File: src/rtl/maple_tx_if.sv
// Byte handshake from the FX2 bridge plus Maple Bus pad signals.
interface maple_tx_if;
    logic       tx_enable;
    logic [7:0] tx_data;
    logic       tx_read;
    logic       sdcka;
    logic       sdckb;
    logic       drive_en;
    logic       tx_busy;
    logic       frame_done;

    // Bridge / test side: supplies bytes, observes the bus.
    modport master (
        output tx_enable, tx_data,
        input  tx_read, sdcka, sdckb, drive_en, tx_busy, frame_done
    );

    // Serialiser side.
    modport slave (
        input  tx_enable, tx_data,
        output tx_read, sdcka, sdckb, drive_en, tx_busy, frame_done
    );
endinterface

File: src/rtl/maple_tx.sv
// maple_tx: serialises bridge bytes onto the Maple Bus SDCKA/SDCKB pair with
// start pattern, alternating-clock data phases, optional XOR checksum and end pattern.
module maple_tx #(
    parameter int unsigned PHASE_CYCLES = 12,
    parameter int unsigned APPEND_CRC   = 1
) (
    input logic       clk,
    input logic       reset,
    maple_tx_if.slave bus
);
    localparam int unsigned CycW = (PHASE_CYCLES > 1) ? $clog2(PHASE_CYCLES) : 1;
    localparam logic [CycW-1:0] CycLast = CycW'(PHASE_CYCLES - 1);

    typedef enum logic [1:0] {StIdle, StStart, StShift, StEnd} state_e;

    state_e          state_q, state_d;
    logic [CycW-1:0] cyc_q, cyc_d;
    logic [3:0]      tick_q, tick_d;
    logic [7:0]      shift_q, shift_d;
    logic [7:0]      xor_q, xor_d;
    logic            crc_sent_q, crc_sent_d;
    logic            tx_read_q, tx_read_d;
    logic            frame_done_q, frame_done_d;
    logic            drive_en_q, drive_en_d;
    logic            sdcka_q, sdcka_d;
    logic            sdckb_q, sdckb_d;
    logic            tick_end;
    logic [2:0]      bit_idx;
    logic            bit_val;

    assign tick_end = (cyc_q == CycLast);
    // Bit shown during the upcoming tick: two ticks per bit, MSB first.
    assign bit_idx  = 3'd7 - tick_d[3:1];
    assign bit_val  = shift_d[bit_idx];

    // Sequencer: tick counting, byte fetch at boundaries, checksum accumulation.
    always_comb begin
        state_d      = state_q;
        cyc_d        = cyc_q;
        tick_d       = tick_q;
        shift_d      = shift_q;
        xor_d        = xor_q;
        crc_sent_d   = crc_sent_q;
        drive_en_d   = drive_en_q;
        tx_read_d    = 1'b0;
        frame_done_d = 1'b0;

        if (state_q != StIdle) begin
            cyc_d = tick_end ? '0 : cyc_q + 1'b1;
            if (tick_end) begin
                tick_d = tick_q + 4'd1;
            end
        end

        unique case (state_q)
            StIdle: begin
                if (bus.tx_enable) begin
                    shift_d    = bus.tx_data;
                    xor_d      = bus.tx_data;
                    crc_sent_d = 1'b0;
                    tx_read_d  = 1'b1;
                    drive_en_d = 1'b1;
                    cyc_d      = '0;
                    tick_d     = '0;
                    state_d    = StStart;
                end
            end
            StStart: begin
                if (tick_end && tick_q == 4'd10) begin
                    tick_d  = '0;
                    state_d = StShift;
                end
            end
            StShift: begin
                // Byte boundary: next data byte wins over the checksum, else finish.
                if (tick_end && tick_q == 4'd15) begin
                    tick_d = '0;
                    if (bus.tx_enable) begin
                        shift_d   = bus.tx_data;
                        xor_d     = xor_q ^ bus.tx_data;
                        tx_read_d = 1'b1;
                    end else if (APPEND_CRC != 0 && !crc_sent_q) begin
                        shift_d    = xor_q;
                        crc_sent_d = 1'b1;
                    end else begin
                        state_d = StEnd;
                    end
                end
            end
            StEnd: begin
                if (tick_end && tick_q == 4'd5) begin
                    tick_d       = '0;
                    drive_en_d   = 1'b0;
                    frame_done_d = 1'b1;
                    state_d      = StIdle;
                end
            end
            default: state_d = StIdle;
        endcase
    end

    // Line values for the tick being entered, so they register on its first edge.
    always_comb begin
        sdcka_d = 1'b1;
        sdckb_d = 1'b1;
        unique case (state_d)
            StIdle: begin
            end
            StStart: begin
                if (tick_d != 4'd0 && tick_d != 4'd10) begin
                    sdcka_d = 1'b0;
                    if (tick_d != 4'd1) begin
                        sdckb_d = tick_d[0];
                    end
                end
            end
            StShift: begin
                // First bit of each pair is clocked by A, second by B.
                if (!tick_d[1]) begin
                    sdcka_d = ~tick_d[0];
                    sdckb_d = bit_val;
                end else begin
                    sdckb_d = ~tick_d[0];
                    sdcka_d = bit_val;
                end
            end
            StEnd: begin
                if (tick_d != 4'd5) begin
                    sdcka_d = ~tick_d[0];
                    sdckb_d = 1'b0;
                end
            end
            default: begin
            end
        endcase
    end

    // State and output registers; reset abandons any frame without an end pattern.
    always_ff @(posedge clk or negedge reset) begin
        if (!reset) begin
            state_q      <= StIdle;
            cyc_q        <= '0;
            tick_q       <= '0;
            shift_q      <= '0;
            xor_q        <= '0;
            crc_sent_q   <= 1'b0;
            tx_read_q    <= 1'b0;
            frame_done_q <= 1'b0;
            drive_en_q   <= 1'b0;
            sdcka_q      <= 1'b1;
            sdckb_q      <= 1'b1;
        end else begin
            state_q      <= state_d;
            cyc_q        <= cyc_d;
            tick_q       <= tick_d;
            shift_q      <= shift_d;
            xor_q        <= xor_d;
            crc_sent_q   <= crc_sent_d;
            tx_read_q    <= tx_read_d;
            frame_done_q <= frame_done_d;
            drive_en_q   <= drive_en_d;
            sdcka_q      <= sdcka_d;
            sdckb_q      <= sdckb_d;
        end
    end

    assign bus.tx_read    = tx_read_q;
    assign bus.frame_done = frame_done_q;
    assign bus.drive_en   = drive_en_q;
    assign bus.tx_busy    = drive_en_q;
    assign bus.sdcka      = sdcka_q;
    assign bus.sdckb      = sdckb_q;
endmodule
File: src/flat_wrapper.sv
// flat-port wrapper written by rule: the top's interface ports become plain ports
module maple_tx_flat 
#(
    parameter int unsigned PHASE_CYCLES = 12,
    parameter int unsigned APPEND_CRC   = 1
)
  (clk, reset, bus_tx_enable, bus_tx_data, bus_tx_read, bus_sdcka, bus_sdckb, bus_drive_en, bus_tx_busy, bus_frame_done);
  maple_tx_if bus_i ();
  input logic clk;
  input logic reset;
  input wire logic [$bits(bus_i.tx_enable)-1:0] bus_tx_enable;
  input wire logic [$bits(bus_i.tx_data)-1:0] bus_tx_data;
  output wire logic [$bits(bus_i.tx_read)-1:0] bus_tx_read;
  output wire logic [$bits(bus_i.sdcka)-1:0] bus_sdcka;
  output wire logic [$bits(bus_i.sdckb)-1:0] bus_sdckb;
  output wire logic [$bits(bus_i.drive_en)-1:0] bus_drive_en;
  output wire logic [$bits(bus_i.tx_busy)-1:0] bus_tx_busy;
  output wire logic [$bits(bus_i.frame_done)-1:0] bus_frame_done;
  assign bus_i.tx_enable = bus_tx_enable;
  assign bus_i.tx_data = bus_tx_data;
  assign bus_tx_read = bus_i.tx_read;
  assign bus_sdcka = bus_i.sdcka;
  assign bus_sdckb = bus_i.sdckb;
  assign bus_drive_en = bus_i.drive_en;
  assign bus_tx_busy = bus_i.tx_busy;
  assign bus_frame_done = bus_i.frame_done;
  maple_tx #(.PHASE_CYCLES(PHASE_CYCLES), .APPEND_CRC(APPEND_CRC)) u_core (.clk(clk), .reset(reset), .bus(bus_i));
endmodule
File: config.mk
export PLATFORM = sky130hd
export DESIGN_NAME = maple_tx_flat
export DESIGN_NICKNAME = d
export VERILOG_FILES = /design/src/rtl/maple_tx_if.sv /design/src/rtl/maple_tx.sv /design/src/flat_wrapper.sv
export SDC_FILE = /design/constraint.sdc
export NUM_CORES = 1
export LEC_CHECK = 0
export ABC_CLOCK_PERIOD_IN_PS = 2600
export CAP_MARGIN = 10
export CORE_AREA = 3 3 80 82
export DETAILED_ROUTE_END_ITERATION = 7
export DIE_AREA = 0 0 83 85
export GPL_TIMING_DRIVEN = 0
export MAX_ROUTING_LAYER = met4
export SYNTH_ARGS = -nofsm -noshare
export SYNTH_HDL_FRONTEND = slang
export SYNTH_SLANG_ARGS = --single-unit
File: constraint.sdc
create_clock -name clk -period 2.6 [get_ports clk]
set_input_delay 0.39 -clock clk [delete_from_list [all_inputs] [get_ports clk]]
set_output_delay 0.39 -clock clk [all_outputs]
set_load 0.05 [all_outputs]
==> reports/results.tsv <==
metric	value	unit
status	completed	
Static Leakage	0.998	nW
vias in the first global route	1753	
CP startpoint kind	flip-flop	
first-pass GRT wire length	8480	um
# nets final	265	
DP HPWL	3400	um
Initial DRT Pass Iterations	4	
Ports	17	
worst-case clock skew	0.00968	ns
final hold viol count	0	
reg2reg start	u_core.tick_q[0]$_DFF_PN0_	
dpl cells	314	
row count	28	
die height	85	um
Area Growth Syn to Fin	23.7	%
die width	83	um
final setup violation count	0	
worst hold-check path type	in -> async	
Slew Limit Fails	0	
Die ar.	0.00706	mm2
Power per Cell Area	1010	mW/mm2
cell count after synthesis	223	
Worst R2R End	u_core.bus.sdcka$_DFF_PN1_	
CP Cell Sequence	inv_1, ha_1, and3b_1, a21oi_2, o22ai_2, o211a_4, inv_1, mux2i_1, mux2i_1, a221o_1	
fmax	408	MHz
CP max-delay cell	dfrtp_2	
CP Capture Type	flip-flop	
Non-Filler Instances	326	
CTS tree	done	
Root Driver	clkbuf_8	
library cells used by synthesis	53	
register area share after synthesis	40.6	%
syn_area_per_cell	8.88	um2
Max Root-Sink Buffers	2	
Rel. slew slack	49.7	%
cts hold-fix bufs	0	
worst-path fanout max	6	
worst-skew pair later-pin latency	0.29	ns
Residual DRC	0	
routed vias	1751	
flops & latches, synth	32	
CTS sink count	32	
hold_ws	0.162	ns
Iter 0 DRT Violations	102	
wire per inst	15.2	um
Via density	5.37	
predominant post-synthesis flop cell	dfrtp_1	
Arrival @ worst endpoint	2.67	ns
R2R depth	10	
RD Place Congestion	0.840	
Worst VDD drop	0.000447	V
Routed WL	4950	um
Syn Nets	238	
Worst R2R Setup Slack	0.15	ns
CTS Buf Count	5	
Syn. warnings	0	
Post-DRT Antenna Nets	0	
Starting Density	34.1	%
Tmin final	2.45	ns
Tcrit/Tclk final	94.2	%
worst slew pin tran	0.755	ns
Mapped Area	0.00198	mm2
n_diodes	0	
Req. time, crit path	2.82	ns
critical path's top delay family	compound AO/OA/AOI/OAI gates	
GRT Overall Usage	15.3	%
number of H-tree levels	2	
grt ovf	0	
Worst Setup Path Type	reg -> reg	
Critical path buffers and inverters	2	
initial antenna violation count	0	
Worst-path clk slew	0.07	ns
port buffer count	16	
Worst path max stage delay	0.46	ns
layout cells sized above 1	18.3	%
asr flop ratio synth	100	%
max-cap viol count	0	
largest net degree at the start of global routing	33	
Post-synth EDFFs	0	
core area	0.00582	mm2
sequential cells by signal, indices dropped and copies added (netlist names):
signal / flops
u_core.bus.drive_en: 1
u_core.bus.frame_done: 1
u_core.bus.sdcka: 1
u_core.bus.sdckb: 1
u_core.bus.tx_read: 1
u_core.crc_sent_q: 1
u_core.cyc_q: 4
u_core.shift_q: 8
u_core.state_q: 2
u_core.tick_q: 4
u_core.xor_q: 8
power breakdown:
group / switching [mW] / internal (mW) / total [mW] / leakage [nW]
registers: 0.176 / 0.704 / 0.881 / 0.401
logic: 0.674 / 0.530 / 1.20 / 0.555
clock network: 0.193 / 0.188 / 0.381 / 0.0422
total: 1.04 / 1.42 / 2.47 / 0.998
layer usage:
layer	vias up	share of wire, %	track usage (%)
li1	855	-	-
met1	850	45	18.8
met2	34	49	25.1
met3	12	4.0	2.91
met4	0	1.8	5.35
met5	-	0	-
cells by family after synthesis:
family | count (synthesis) | synth area share, %
xor+xnor | 10 | 4.42
buf+inv | 19 | 4.11
flops | 32 | 40.6
simple gates | 82 | 20.8
mux | 6 | 3.16
compound gates | 70 | 24.4
fa+ha+maj | 4 | 2.53
through the flow:
step	util [%]	setup slack, ns	power, mW	setup TNS [ns]	cell area (um2)
after detailed placement	38.3	-0.465	1.95	-0.919	2230
after global routing	42.1	-0.00254	2.67	-0.00254	2450
after global placement	38.4	-0.489	1.93	-0.940	2230
after floorplan	-	0.268	1.67	0	1980
final	42.1	0.150	2.47	0	2450
after CTS	39.9	0.00537	2.34	0	2320
synth_stat cells (all sizes together), types with 2 or more instances:
cell type	instances	area share, %
a21oi	14	3.9
a221o	2	1.0
a22o	3	1.3
a22oi	2	0.76
a311oi	2	0.88
a31oi	5	1.6
and3b	3	1.3
buf	6	1.6
clkbuf	6	1.1
dfrtp	30	38
dfstp	2	2.7
ha	4	2.5
inv	7	1.3
mux2	2	1.1
mux2i	4	2.0
nand2	39	7.4
nand2b	3	0.95
nand3	2	0.51
nand3b	3	1.1
nor2	16	3.2
nor2b	4	1.3
nor3	2	0.51
nor3b	2	0.76
o21ai	18	4.5
o22a	5	2.2
o22ai	7	2.5
o31ai	3	1.8
xnor2	2	0.88
xor2	8	3.5
timing repair:
item,4_1_cts,5_1_grt
setup buffers,0,4
endpoints found under the setup margin,2,2
resized for setup,4,22
pin swaps,0,3
worst register-to-register path, stage by stage (launching register included):
cell and delay [ns]:
dfrtp_2 0.46, inv_1 0.07, ha_1 0.19, and3b_1 0.23
a21oi_2 0.19, o22ai_2 0.13, o211a_4 0.31, inv_1 0.12
mux2i_1 0.23, mux2i_1 0.10, a221o_1 0.35
cells in the final DEF, fill, tap and decap left out, types with 3 or more instances in the layout:
cell / netlist / routed
clkbuf_1: 6 / 5
buf_4: 1 / 5
nand2_1: 39 / 39
xor2_1: 8 / 8
nor2b_1: 4 / 3
a21oi_1: 12 / 12
dfrtp_1: 30 / 29
and3b_1: 3 / 3
o22a_1: 5 / 5
o21ai_0: 15 / 15
inv_1: 6 / 6
o22ai_1: 6 / 6
mux2i_1: 4 / 4
buf_2: 5 / 7
clkbuf_8: 0 / 5
nand3b_1: 3 / 3
a31oi_1: 5 / 3
nor2_1: 15 / 13
clkdlybuf4s50_1: 0 / 15
nand2b_1: 3 / 3
a22o_1: 3 / 3
how the worst max path moves through the flow:
stage                               start  cells after the start  slack (ns)                         end
2_1_floorplan   u_core.cyc_q[0]$_DFF_PN0_                     10        0.27  u_core.bus.sdcka$_DFF_PN1_
3_3_place_gp                bus_tx_enable                      9       -0.49  u_core.bus.sdcka$_DFF_PN1_
3_5_place_dp                bus_tx_enable                      9       -0.46  u_core.bus.sdcka$_DFF_PN1_
4_1_cts         u_core.cyc_q[0]$_DFF_PN0_                     10       0.005  u_core.bus.sdcka$_DFF_PN1_
5_1_grt        u_core.tick_q[0]$_DFF_PN0_                     10      -0.003  u_core.bus.sdckb$_DFF_PN1_
6_report       u_core.tick_q[0]$_DFF_PN0_                     10        0.15  u_core.bus.sdcka$_DFF_PN1_
cell type report:
class | instances | area [um2]
Fill cell | 615 | 3370
Multi-Input combinational cell | 172 | 1200
Sequential cell | 32 | 805
Timing Repair Buffer | 20 | 185
Tap cell | 75 | 93.8
Clock buffer | 7 | 76.3
Buffer | 12 | 58.8
Inverter | 7 | 26.3
Clock inverter | 1 | 5.00
No activity file was read; power rests on OpenSTA's default activity.
